## src/rtl/dds_pkg.sv

```systemverilog
// Shared types and constants for the multi-channel DDS waveform scheduler.
package dds_pkg;

  // Wave segment selector; doubles as the upper two RAM address bits
  typedef enum logic [1:0] {
    TRI = 2'd0,
    SIN = 2'd1,
    SQU = 2'd2,
    RSV = 2'd3
  } wave_e;

  // Scheduler control states
  typedef enum logic [1:0] {
    IDLE  = 2'd0,
    RUN   = 2'd1,
    DRAIN = 2'd2
  } sched_state_e;

  localparam int SEG_SIZE = 1024;
  localparam int STEPW    = 4;

endpackage

```

## src/rtl/dds_phase_acc.sv

```systemverilog
// Single-channel phase accumulator confined to one wave segment.
// A load always beats an advance in the same cycle.
module dds_phase_acc
  import dds_pkg::*;
#(
  parameter int OFFW = 10
) (
  input  logic             clk,
  input  logic             reset,
  input  logic             load,
  input  logic [OFFW-1:0]  load_val,
  input  logic             advance,
  input  logic [STEPW-1:0] step,
  output logic [OFFW-1:0]  phase
);

  // Phase register: load has priority, otherwise step modulo the segment size
  always_ff @(posedge clk or negedge reset) begin
    if (!reset) begin
      phase <= '0;
    end else if (load) begin
      phase <= load_val;
    end else if (advance) begin
      phase <= phase + {{(OFFW-STEPW){1'b0}}, step};
    end
  end

endmodule

```

## src/rtl/dds_ch_sched.sv

```systemverilog
// Round-robin scheduler sharing one waveform RAM among NCH DDS channels.
// Each RUN cycle serves one slot; read data returns two edges after the
// slot decision and is steered back to its channel by a tag pipeline.
module dds_ch_sched
  import dds_pkg::*;
#(
  parameter int NCH   = 4,
  parameter int ADDR  = 12,
  parameter int WIDTH = 16,
  parameter int OFFW  = ADDR - 2
) (
  input  logic                   clk,
  input  logic                   reset,
  input  logic                   run,
  input  logic [NCH-1:0]         ch_en,
  input  logic [NCH-1:0]         ch_load,
  input  logic [2*NCH-1:0]       ch_wave,
  input  logic [STEPW*NCH-1:0]   ch_step,
  input  logic [OFFW*NCH-1:0]    ch_phase_start,
  output logic                   ram_en,
  output logic [ADDR-1:0]        ram_addr,
  input  logic [WIDTH-1:0]       ram_dout,
  output logic [WIDTH*NCH-1:0]   dout,
  output logic [NCH-1:0]         dout_valid,
  output logic                   busy
);

  localparam int SW = $clog2(NCH);

  sched_state_e    state, state_next;
  logic [SW-1:0]   slot;
  logic [OFFW-1:0] phase [NCH];
  logic [NCH-1:0]  advance;
  wave_e           wave_s;
  logic [OFFW-1:0] phase_s;
  logic            active;
  logic            do_read;

  logic            t1_valid, t2_valid;
  logic            t1_zero, t2_zero;
  logic [SW-1:0]   t1_slot, t2_slot;

  // One accumulator per channel
  for (genvar k = 0; k < NCH; k++) begin : g_acc
    dds_phase_acc #(.OFFW(OFFW)) u_acc (
      .clk      (clk),
      .reset    (reset),
      .load     (ch_load[k]),
      .load_val (ch_phase_start[k*OFFW +: OFFW]),
      .advance  (advance[k]),
      .step     (ch_step[k*STEPW +: STEPW]),
      .phase    (phase[k])
    );
  end

  // Slot decode: a reserved wave still occupies its slot but reads nothing and keeps its phase
  always_comb begin
    wave_s  = wave_e'(ch_wave[2*slot +: 2]);
    phase_s = phase[slot];
    active  = (state == RUN) && run && ch_en[slot];
    do_read = active && (wave_s != RSV);
    advance = '0;
    if (do_read) advance[slot] = 1'b1;
  end

  // Next-state logic; DRAIN always lasts exactly one cycle
  always_comb begin
    state_next = state;
    case (state)
      IDLE:    if (run) state_next = RUN;
      RUN:     if (!run) state_next = DRAIN;
      DRAIN:   state_next = IDLE;
      default: state_next = IDLE;
    endcase
  end

  // State register
  always_ff @(posedge clk or negedge reset) begin
    if (!reset) state <= IDLE;
    else        state <= state_next;
  end

  // Slot counter advances only in RUN so every restart begins at slot 0
  always_ff @(posedge clk or negedge reset) begin
    if (!reset)              slot <= '0;
    else if (state == RUN)   slot <= slot + 1'b1;
    else                     slot <= '0;
  end

  // RAM request register plus first tag stage, aligned with the request
  always_ff @(posedge clk or negedge reset) begin
    if (!reset) begin
      ram_en   <= 1'b0;
      ram_addr <= '0;
      t1_valid <= 1'b0;
      t1_zero  <= 1'b0;
      t1_slot  <= '0;
    end else begin
      ram_en   <= do_read;
      if (do_read) ram_addr <= ADDR'({wave_s, phase_s});
      t1_valid <= active;
      t1_zero  <= (wave_s == RSV);
      t1_slot  <= slot;
    end
  end

  // Second tag stage, aligned with RAM read data
  always_ff @(posedge clk or negedge reset) begin
    if (!reset) begin
      t2_valid <= 1'b0;
      t2_zero  <= 1'b0;
      t2_slot  <= '0;
    end else begin
      t2_valid <= t1_valid;
      t2_zero  <= t1_zero;
      t2_slot  <= t1_slot;
    end
  end

  // Capture returning data into the tagged channel and pulse its valid
  always_ff @(posedge clk or negedge reset) begin
    if (!reset) begin
      dout       <= '0;
      dout_valid <= '0;
    end else begin
      dout_valid <= '0;
      if (t2_valid) begin
        dout_valid[t2_slot]             <= 1'b1;
        dout[t2_slot*WIDTH +: WIDTH]    <= t2_zero ? '0 : ram_dout;
      end
    end
  end

  assign busy = (state != IDLE);

endmodule
```

## config.mk

```make
export PLATFORM = sky130hd
export DESIGN_NAME = dds_ch_sched
export DESIGN_NICKNAME = d
export VERILOG_FILES = /design/src/rtl/dds_pkg.sv /design/src/rtl/dds_phase_acc.sv /design/src/rtl/dds_ch_sched.sv
export SDC_FILE = /design/constraint.sdc
export NUM_CORES = 1
export LEC_CHECK = 0
export ABC_AREA = 1
export BUFFER_PORTS_ARGS = -buffer_cell sky130_fd_sc_hd__clkbuf_2
export CORE_UTILIZATION = 36
export CTS_CLUSTER_SIZE = 14
export DETAILED_ROUTE_END_ITERATION = 8
export SETUP_SLACK_MARGIN = 0.5
export SYNTH_ARGS = -nofsm -noshare
export SYNTH_HDL_FRONTEND = slang
export SYNTH_SLANG_ARGS = --single-unit
export TNS_END_PERCENT = 30
```

## constraint.sdc

```tcl
create_clock -name clk -period 3.25 [get_ports clk]
set_clock_uncertainty 0.15 [all_clocks]
set_input_delay 0.65 -clock clk [delete_from_list [all_inputs] [get_ports clk]]
set_output_delay 0.65 -clock clk [all_outputs]
set_load 0.02 [all_outputs]
```

==> results.md, run 1 <==
- Vias post-DR: 6712
- R2R Path End: dout[5]$_DFFE_PN0P_
- Inserted Clock Buffers: 17
- Register area share after synthesis: 45.4%
- Leakage: 4.80 nW
- HPWL after DPL: 14900 um
- Clock slew at reported path FFs: 0.06 ns
- Hold Violations, Final: 0
- First-pass GRT wire length: 31900 um
- Compound-Gate Fraction of Synth Area: 10.5%
- I/O pin cnt: 173
- Crit path time final: 2.43 ns
- Largest family of logic cells by synthesized area: simple AND/OR/NAND/NOR gates
- Tot GR Track Use: 20.1%
- Placed inst area: 8390 um^2
- Int Power: 3.82 mW
- Post-route design area: 8980 um^2
- Routed length per instance: 14.5 um
- Setup TNS: 0 ns
- Syn Inst Count: 953
- Final WL: 20100 um
- Worst R2R Path Depth: 4
- Reg-to-Reg Start: t2_slot[0]$_DFF_PN0_
- Most frequent cells in the layout: nand2_1, clkbuf_2, dfrtp_1, nand3_1, o21ai_0
- Final Power: 6.25 mW
- CTS tree: yes
- Root Buffer: clkbuf_16
- Switching share of power: 38.8%
- RSZ-0062 raised after global routing: no
- Yosys reg bits: 133
- Diode count: 0
- Slew Limit Headroom: 56.8%
- H-tree levels: 4
- Antenna-violating nets left: 0
- Layout area overhead: 22.5%
- GPL Wtd Cong: 0.844
- Initial core utilization: 37.2%
- Final setup fails: 0
- # clock sinks: 133
- Nets: 1231
- Yosys warns: 0
- Critical path arrival: 2.58 ns
- Critical Path Source: t2_slot[0]$_DFF_PN0_
- FFs w/ async S/R, synth: 100%
- DR iter-0 viols: 299
- Routed vias/inst: 4.83
- Share of the clock period used by the worst path: 74.9%
- Post-synth net total: 1073
- Rows: 51
- Post-synth cell types: 34
- Post-synth EDFFs: 0
- Reg power frac: 38.9%
- DRC: 0
- Worst R2R Setup Slack: 0.82 ns
- Critical path class: reg2reg
- Post-synthesis mux area share: 0%
- Syn Area/Cell: 7.70 um^2
- Commonest non-fill, non-tap cell in the layout: nand2_1
- Clk buf depth: 2
- Layout cell share with drive strength beyond 1: 21.8%
- PwrDens: 696 nW/um^2
- CORE AREA: 19700 um^2
- First-pass iteration count of the detailed router: 4
- Area leader, netlist: dfrtp_1
- Status: completed
- Worst-Skew Late Latency: 0.42 ns
- Total global routing overflow: 0
- Largest net degree at the start of global routing: 65
- Worst vdd ir: 0.467 mV
- Initial antenna violation count: 0
- Number of I/O port buffers: 172
- Synth Area in Adders: 5.36%
- Clk pwr share: 30.7%
- Main synth FF type: dfrtp_1
- Setup Buffers After CTS: 0
- Worst setup SP type: flip-flop
- Number of global-route vias before repair: 6131
- Die width: 145 um
- Die area: 20900 um^2
- Net Switching: 2.43 mW
- Setup crit end: dout[5]$_DFFE_PN0P_
- Hold WC Path Type: in2async
- CP Data Required Time: 3.39 ns
- Logic pwr share: 30.3%
- Yosys top cell area share: 45.4%
- Largest cells by area after synthesis: dfrtp_1, nand2_1, nand3_1
- Post-Synth XOR/XNOR Area: 1.43%
- Max-cap viol count: 0
- Worst Max-Slew Pin Slew: 0.646 ns
- FMAX: 411 MHz
- CP Capture Type: flip-flop
- Die height: 145 um
- Mapped cell area: 7330 um^2
- Final slew viol count: 0
- Simple-gate share of the synthesized area: 30.6%
- Worst-path fanout max: 26
==> power by group through the flow <==
stage               clock network (mW)  registers (mW)  logic [mW]
detailed placement                   0            2.45        1.91
floorplan                            0            2.74       0.887
finish                            1.92            2.43        1.90
global route                      2.02            2.49        2.14
CTS                               1.95            2.43        1.92
global placement                     0            2.46        1.87
==> synth_stat cells, drive strengths merged, types with 5 or more instances <==
cell type and instances:
dfrtp 133, nor3 11, inv 75, a21oi 16
o21ai 87, nand2 382, xor2 7, clkbuf 31
o31ai 16, nand3 85, xnor2 5, nand3b 5
nor2 41, buf 8, ha 25, o41ai 8
==> registers in the layout (all words and copies together) (netlist names) <==
| name | cells |
|---|---|
| dout_valid | 4 |
| state | 2 |
| ram_en | 1 |
| t1_zero | 1 |
| t1_slot | 2 |
| t2_valid | 1 |
| t2_slot | 2 |
| t1_valid | 1 |
| g_acc.u_acc.phase | 40 |
| slot | 2 |
| dout | 64 |
| ram_addr | 12 |
| t2_zero | 1 |
==> worst min path at each step <==
| stage | start | slack [ns] | cells after the start | endpoint |
|---|---|---|---|---|
| finish | reset | 0.04 | 1 | dout[53]$_DFFE_PN0P_ |
| global placement | t1_zero$_DFF_PN0_ | 0.18 | 0 | t2_zero$_DFF_PN0_ |
| floorplan | t1_slot[0]$_DFF_PN0_ | 0.18 | 0 | t2_slot[0]$_DFF_PN0_ |
| CTS | reset | 0.08 | 1 | dout[53]$_DFFE_PN0P_ |
| detailed placement | t1_slot[1]$_DFF_PN0_ | 0.18 | 0 | t2_slot[1]$_DFF_PN0_ |
| global route | reset | 0.10 | 1 | dout[53]$_DFFE_PN0P_ |
==> through the flow <==
stage / hold WS, ns / instances / setup slack, ns / utilization, %
after floorplan: 0.181 / 953 / 1.16 / -
after global placement: 0.183 / 1357 / 0.372 / 42.5
final: 0.0439 / 1389 / 0.816 / 45.6
after detailed placement: 0.185 / 1357 / 0.167 / 42.5
after CTS: 0.0819 / 1389 / 0.511 / 45.5
after global routing: 0.103 / 1389 / 0.510 / 45.6
==> area by class of cell <==
cell class | instances | area [um^2]
clock buffers | 17 | 425
clock inverters | 15 | 158
fillers | 1999 | 10700
inverters | 77 | 289
multi-input cells | 704 | 3530
flip-flops and latches | 133 | 3330
well taps | 265 | 332
repair buffers | 178 | 925
==> per-layer routing <==
layer | part of all wire (%) | global-route usage [%] | wire length [um] | up-vias
li1 | - | - | - | 3397
met1 | 47 | 27.0 | 9360 | 3066
met2 | 47 | 32.9 | 9390 | 220
met3 | 5.1 | 2.80 | 1040 | 29
met4 | 1.7 | 7.09 | 345 | 0
met5 | 0 | 0 | 0 | -
==> worst max-delay path, stage by stage (launching register included) <==
cell and delay, ns:
dfrtp_1 0.56, inv_1 0.25, ha_2 0.54, nand3_2 0.40
o41ai_1 0.40
==> repair_timing <==
| item | 4_1_cts | 5_1_grt |
|---|---|---|
| pin swaps | 0 | 0 |
| gates resized for setup | 1 | 2 |
| endpoints found under the setup margin | 16 | 16 |
| hold buffers | 0 | 0 |
==> cell families (layout without fill, tap and decap cells) <==
| group | count (synthesis) | count (layout) |
|---|---|---|
| flops | 133 | 133 |
| buf+inv | 116 | 287 |
| compound gates | 131 | 131 |
| xor+xnor | 12 | 12 |
| simple gates | 532 | 532 |
| fa+ha+maj | 29 | 29 |
Note: power is estimated with default switching activity, not from simulation.
==> inputs of run 2 (changes only) <==
==> constraint.sdc (replaced) <==
create_clock -name clk -period 2 [get_ports clk]
set_clock_uncertainty 0.15 [all_clocks]
set_input_delay 0.4 -clock clk [delete_from_list [all_inputs] [get_ports clk]]
set_output_delay 0.4 -clock clk [all_outputs]
set_load 0.02 [all_outputs]
==> results.md, run 2 (synthesis results as in run 1) <==
- Status: completed
- Post-route design area: 10500 um^2
- RSZ-0062 raised after global routing: yes
- Util after Layout: 53.2%
- Largest stage delay, worst path: 0.47 ns
- Worst setup SP type: flip-flop
- Placed Instances: 1373
- HPWL after DPL: 15800 um
- Root Buffer: clkbuf_16
- Number of I/O port buffers: 172
- Cell breakdown of the critical path: inv_4 > buf_6 > nand2_2 > nand3_2 > nand2_4 > nand2_8 > nand3_4 > nor2_4 > nand2_1 > nand3_1
- Met2 wire length: 11400 um
- Share of the clock period used by the worst path: 89.7%
- Regs by FF count: dout (64), g_acc.u_acc.phase (40), ram_addr (12)
- Setup WS post-layout: 0.205 ns
- DR iter-0 viols: 292
- CORE AREA: 19700 um^2
- Hold WC Path Type: in2reg
- Met1 WL: 9560 um
- Slew Limit Headroom: 54.2%
- Hold path start: ch_phase_start[12]
- CTS tree: yes
- Hold Path Sink: g_acc[1].u_acc.phase[2]$_DFFE_PN0P_
- Hold Path Stages: 3
- Routed length per instance: 15.5 um
- Critical path arrival: 2.00 ns
- DRC: 0
- I/O pin cnt: 173
- Initial antenna violation count: 0
- Worst R2R Path Depth: 10
- Die width: 145 um
- FMAX: 557 MHz
- Crit path time final: 1.79 ns
- Hold Violations, Final: 0
- Worst vdd ir: 0.639 mV
- Nets: 1306
- Final WL: 22700 um
- GPL Wtd Cong: 0.822
- Setup TNS: 0 ns
- # clock sinks: 133
- Die height: 145 um
- H-tree levels: 4
- Routed vias/inst: 4.95
- FILL cells: 1830
- Layout cell share with drive strength beyond 1: 35.9%
- R2R Path End: g_acc[1].u_acc.phase[4]$_DFFE_PN0P_
- Final slew viol count: 0
- Critical path class: reg2reg
- First-pass GRT wire length: 34700 um
- Number of global-route vias before repair: 6805
- Pre-CTS setup slack: 0.0878 ns
- Leakage: 5.35 nW
- Final Power: 10.9 mW
- PwrDens: 1040 nW/um^2
- First-pass iteration count of the detailed router: 5
- Rows: 51
- Total global routing overflow: 0
- Diode count: 0
- Vias post-DR: 7250
- Initial core utilization: 37.2%
- Hold slack: 0.0638 ns
- Switching share of power: 38.1%
- Worst R2R Setup Slack: 0.21 ns
- Int Power: 6.74 mW
- Final setup fails: 0
- Clk pwr share: 28.8%
- CP Data Required Time: 2.20 ns
- Commonest non-fill, non-tap cell in the layout: nand2_1
- Worst path top cell family by delay: simple AND/OR/NAND/NOR gates
- Die area: 20900 um^2
- Worst-path fanout max: 8
- Worst Path Buf+Inv: 2
- Highest routed layer: met4
- Reg power frac: 36.1%
- Antenna-violating nets left: 0
- Worst-Skew Late Latency: 0.42 ns
- Most frequent cells in the layout: nand2_1, clkbuf_2, dfrtp_1, inv_1, nand3_1
- Reg-to-Reg Start: slot[0]$_DFF_PN0_
- CP Capture Type: flip-flop
- Max-cap viol count: 0
- Max FFs per register: 64
- Largest register by flop count: dout
- Logic pwr share: 35.1%
- Tot GR Track Use: 21.7%
- Net Switching: 4.14 mW
- Inserted Clock Buffers: 17
- Clock slew at reported path FFs: 0.06 ns
- Final std cells w/o fill: 1464
- Layout area overhead: 43.1%
- WL met3: 1360 um
- Clk buf depth: 2
- Worst Max-Slew Pin Slew: 0.686 ns
- Slowest CP cell: dfrtp_2
- Largest net degree at the start of global routing: 43
- Placed inst area: 8730 um^2
==> run 2: changes by cell type in the layout (fill, tap and decap cells not counted), moves of 10 or more <==
cell	change
ha_4	+14
o21ai_0	-24
ha_1	-18
nand3_1	-18
buf_6	+14
buf_4	+45
o21ai_1	+24
nand2_2	+23
nand2_1	-36
nand2_4	+10
nand3_2	+14
==> run 2: per-layer routing <==
metal,up-vias,track usage (%)
met5,-,0
met4,0,6.59
met3,26,4.77
met2,205,38.1
met1,3459,26.4
li1,3560,-
==> run 2: worst register-to-register path, stage by stage (launching register included) <==
cell     delay (ns)
dfrtp_2        0.47
inv_4          0.11
buf_6          0.10
nand2_2        0.05
nand3_2        0.09
nand2_4        0.08
nand2_8        0.12
nand3_4        0.22
nor2_4         0.20
nand2_1        0.07
nand3_1        0.06
==> run 2: power groups by stage <==
stage / Clock (mW) / Combinational (mW) / Sequential [mW]
final: 3.14 / 3.82 / 3.93
after global routing: 3.31 / 4.22 / 4.02
after CTS: 3.19 / 3.57 / 3.92
after detailed placement: 0 / 3.30 / 3.95
after global placement: 0 / 3.26 / 3.94
after floorplan: 0 / 1.57 / 4.46
==> run 2: how the worst max path moves through the flow <==
stage / start / slack (ns) / end / cells after the start
after CTS: g_acc[0].u_acc.phase[0]$_DFFE_PN0P_ / 0.22 / g_acc[0].u_acc.phase[6]$_DFFE_PN0P_ / 10
after global placement: ch_step[12] / 0.12 / g_acc[3].u_acc.phase[6]$_DFFE_PN0P_ / 11
after floorplan: g_acc[2].u_acc.phase[0]$_DFFE_PN0P_ / 0.29 / g_acc[2].u_acc.phase[8]$_DFFE_PN0P_ / 9
final: slot[0]$_DFF_PN0_ / 0.21 / g_acc[1].u_acc.phase[4]$_DFFE_PN0P_ / 10
after global routing: slot[0]$_DFF_PN0_ / 0.10 / g_acc[1].u_acc.phase[9]$_DFFE_PN0P_ / 10
after detailed placement: ch_step[12] / 0.09 / g_acc[3].u_acc.phase[6]$_DFFE_PN0P_ / 11
==> run 2: area by class of cell <==
class	count	area [um^2]	area share, %
Tap cell	265	332	3.16
Clock inverter	13	149	1.42
Inverter	77	327	3.11
Clock buffer	19	443	4.22
Timing Repair Buffer	247	1600	15.2
Sequential cell	133	3340	31.8
Multi-Input combinational cell	710	4310	41.1
==> run 2: what timing repair did <==
item,in CTS,in global routing
pin swaps,26,25
hold buffers,2,0
gates cloned,5,6
setup buffers,27,19
hold endpoints to repair,31,0
gates resized for setup,93,62
endpoints found under the setup margin,199,201
==> inputs of run 3 (changes only) <==
--- a/config.mk
+++ b/config.mk
@@ -10,6 +10,7 @@
 export CORE_UTILIZATION = 36
 export CTS_CLUSTER_SIZE = 14
 export DETAILED_ROUTE_END_ITERATION = 8
+export RECOVER_POWER = 100
 export SETUP_SLACK_MARGIN = 0.5
 export SYNTH_ARGS = -nofsm -noshare
 export SYNTH_HDL_FRONTEND = slang
==> constraint.sdc (replaced) <==
create_clock -name clk -period 2 [get_ports clk]
set_clock_uncertainty 0.15 [all_clocks]
set_input_delay 0.4 -clock clk [delete_from_list [all_inputs] [get_ports clk]]
set_output_delay 0.4 -clock clk [all_outputs]
set_load 0.01 [all_outputs]
==> results.md, run 3 (synthesis results as in run 1) <==
- Hold path start: ch_phase_start[12]
- GPL Wtd Cong: 0.822
- Die height: 145 um
- Area of the multi-input gates: 4170 um^2
- Number of I/O port buffers: 172
- Leakage: 5.03 nW
- Setup crit end: g_acc[3].u_acc.phase[3]$_DFFE_PN0P_
- DR iter-0 viols: 310
- Rows: 51
- Hold slack: 0.0645 ns
- Nets: 1306
- Slew Limit Headroom: 37.3%
- Status: completed
- Most frequent cells in the layout: nand2_1, dfrtp_1, clkbuf_1, clkbuf_2, o21ai_0
- Final WL: 22600 um
- Inserted Clock Buffers: 17
- FMAX: 532 MHz
- Hold Violations, Final: 0
- Met2 Usage GRT: 37.7%
- # clock sinks: 133
- First-pass iteration count of the detailed router: 5
- Crit path time final: 1.88 ns
- First-pass GRT wire length: 34500 um
- Largest register by flop count: dout
- R2R Path End: g_acc[3].u_acc.phase[3]$_DFFE_PN0P_
- Die width: 145 um
- Vias post-DR: 7254
- Antenna-violating nets left: 0
- RSZ-0062 raised after global routing: yes
- Clk buf depth: 2
- Worst-path fanout max: 7
- Setup TNS: 0 ns
- H-tree levels: 4
- DRC: 0
- I/O pin cnt: 173
- Commonest non-fill, non-tap cell in the layout: nand2_1
- Share of the clock period used by the worst path: 93.9%
- Initial antenna violation count: 0
- Worst vdd ir: 0.632 mV
- Largest net degree at the start of global routing: 43
- HPWL after DPL: 15800 um
- Max FFs per register: 64
- Max-cap viol count: 0
- Final setup fails: 0
- Die area: 20900 um^2
- Critical path class: reg2reg
- Root Buffer: clkbuf_16
- Regs by FF count: dout (64), g_acc.u_acc.phase (40), ram_addr (12)
- Worst Max-Slew Pin Slew: 0.941 ns
- Critical path arrival: 2.08 ns
- Number of global-route vias before repair: 6764
- Initial core utilization: 37.2%
- Reg-to-Reg Start: slot[0]$_DFF_PN0_
- Layout cell share with drive strength beyond 1: 26.2%
- Grt peak-use layer: met2
- GR met1 Demand/Resource: 26.3%
- FILL cells: 1920
- Setup WS post-layout: 0.122 ns
- Layout area overhead: 38.5%
- PwrDens: 1010 nW/um^2
- CTS tree: yes
- Clock slew at reported path FFs: 0.06 ns
- Hold WC Path Type: in2reg
- Worst R2R Path Depth: 9
- Pre-CTS setup slack: 0.0878 ns
- Worst-Skew Late Latency: 0.42 ns
- Critical Path Source: slot[0]$_DFF_PN0_
- CORE AREA: 19700 um^2
- Total global routing overflow: 0
- GR Util met3: 4.77%
- Register area: 3340 um^2
- Final slew viol count: 0
- CP Data Required Time: 2.20 ns
- Worst R2R Setup Slack: 0.12 ns
- Diode count: 0
- Routed vias/inst: 4.95
- CP Capture Type: flip-flop
- Routed length per instance: 15.4 um
- Worst setup SP type: flip-flop
- Tot GR Track Use: 21.5%
- Final Power: 10.2 mW
[run 3: cell count changes in the layout (fill, tap and decap cells not counted), moves of 9 or more]
| cell | change |
|---|---|
| o21ai_1 | -16 |
| nand2_2 | -9 |
| o21ai_0 | +17 |
| nand2_1 | +9 |
| clkbuf_1 | +89 |
| clkbuf_2 | -80 |
[run 3: layout make-up]
cell class	instances	share of cell area [%]
Clock buffer	19	4.36
Clock inverter	13	1.47
Inverter	77	3.19
Multi-Input combinational cell	710	41.1
Sequential cell	133	32.8
Tap cell	265	3.26
Timing Repair Buffer	247	13.8
[run 3: worst min-delay path by stage]
| stage | end | cells after the start |
|---|---|---|
| CTS | state[0]$_DFFE_PN0P_ | 3 |
| detailed placement | dout[11]$_DFFE_PN0P_ | 1 |
| global placement | dout[10]$_DFFE_PN0P_ | 1 |
| floorplan | dout[0]$_DFFE_PN0P_ | 0 |
| global route | g_acc[1].u_acc.phase[2]$_DFFE_PN0P_ | 3 |
| finish | g_acc[1].u_acc.phase[2]$_DFFE_PN0P_ | 3 |
[run 3: stage by stage]
stage                     instance area, um^2  utilization, %  std cells
after floorplan                          7610               -        953
after CTS                                9940            50.4       1437
after global routing                    10200            51.5       1464
final                                   10200            51.5       1464
after detailed placement                 8730            44.3       1373
after global placement                   8730            44.3       1373
[run 3: routing by layer]
metal	routed length, um	up-vias
met5	0	-
li1	-	3570
met3	1240	21
met4	267	0
met1	9750	3462
met2	11300	201
[run 3: worst max-delay path, stage by stage (launching register included)]
cell	delay [ns]
dfrtp_2	0.45
clkbuf_1	0.21
nand2_1	0.10
nand3_2	0.10
nand2_4	0.08
nand2_8	0.11
nand3_4	0.15
nor2_1	0.27
nand2_1	0.11
nand3_1	0.09
[run 3: timing repair]
item / CTS / global route
endpoints found under the hold margin: 31 / 0
pin swaps: 26 / 32
setup endpoints to repair: 158 / 200
hold buffers: 2 / 0
gates cloned: 4 / 6
setup buffers: 26 / 21
gates resized for setup: 85 / 60
[run 3: power by group]
group          internal, mW  switching (mW)
Combinational          1.29            1.88
Sequential             3.37           0.553
Clock                  1.88            1.26
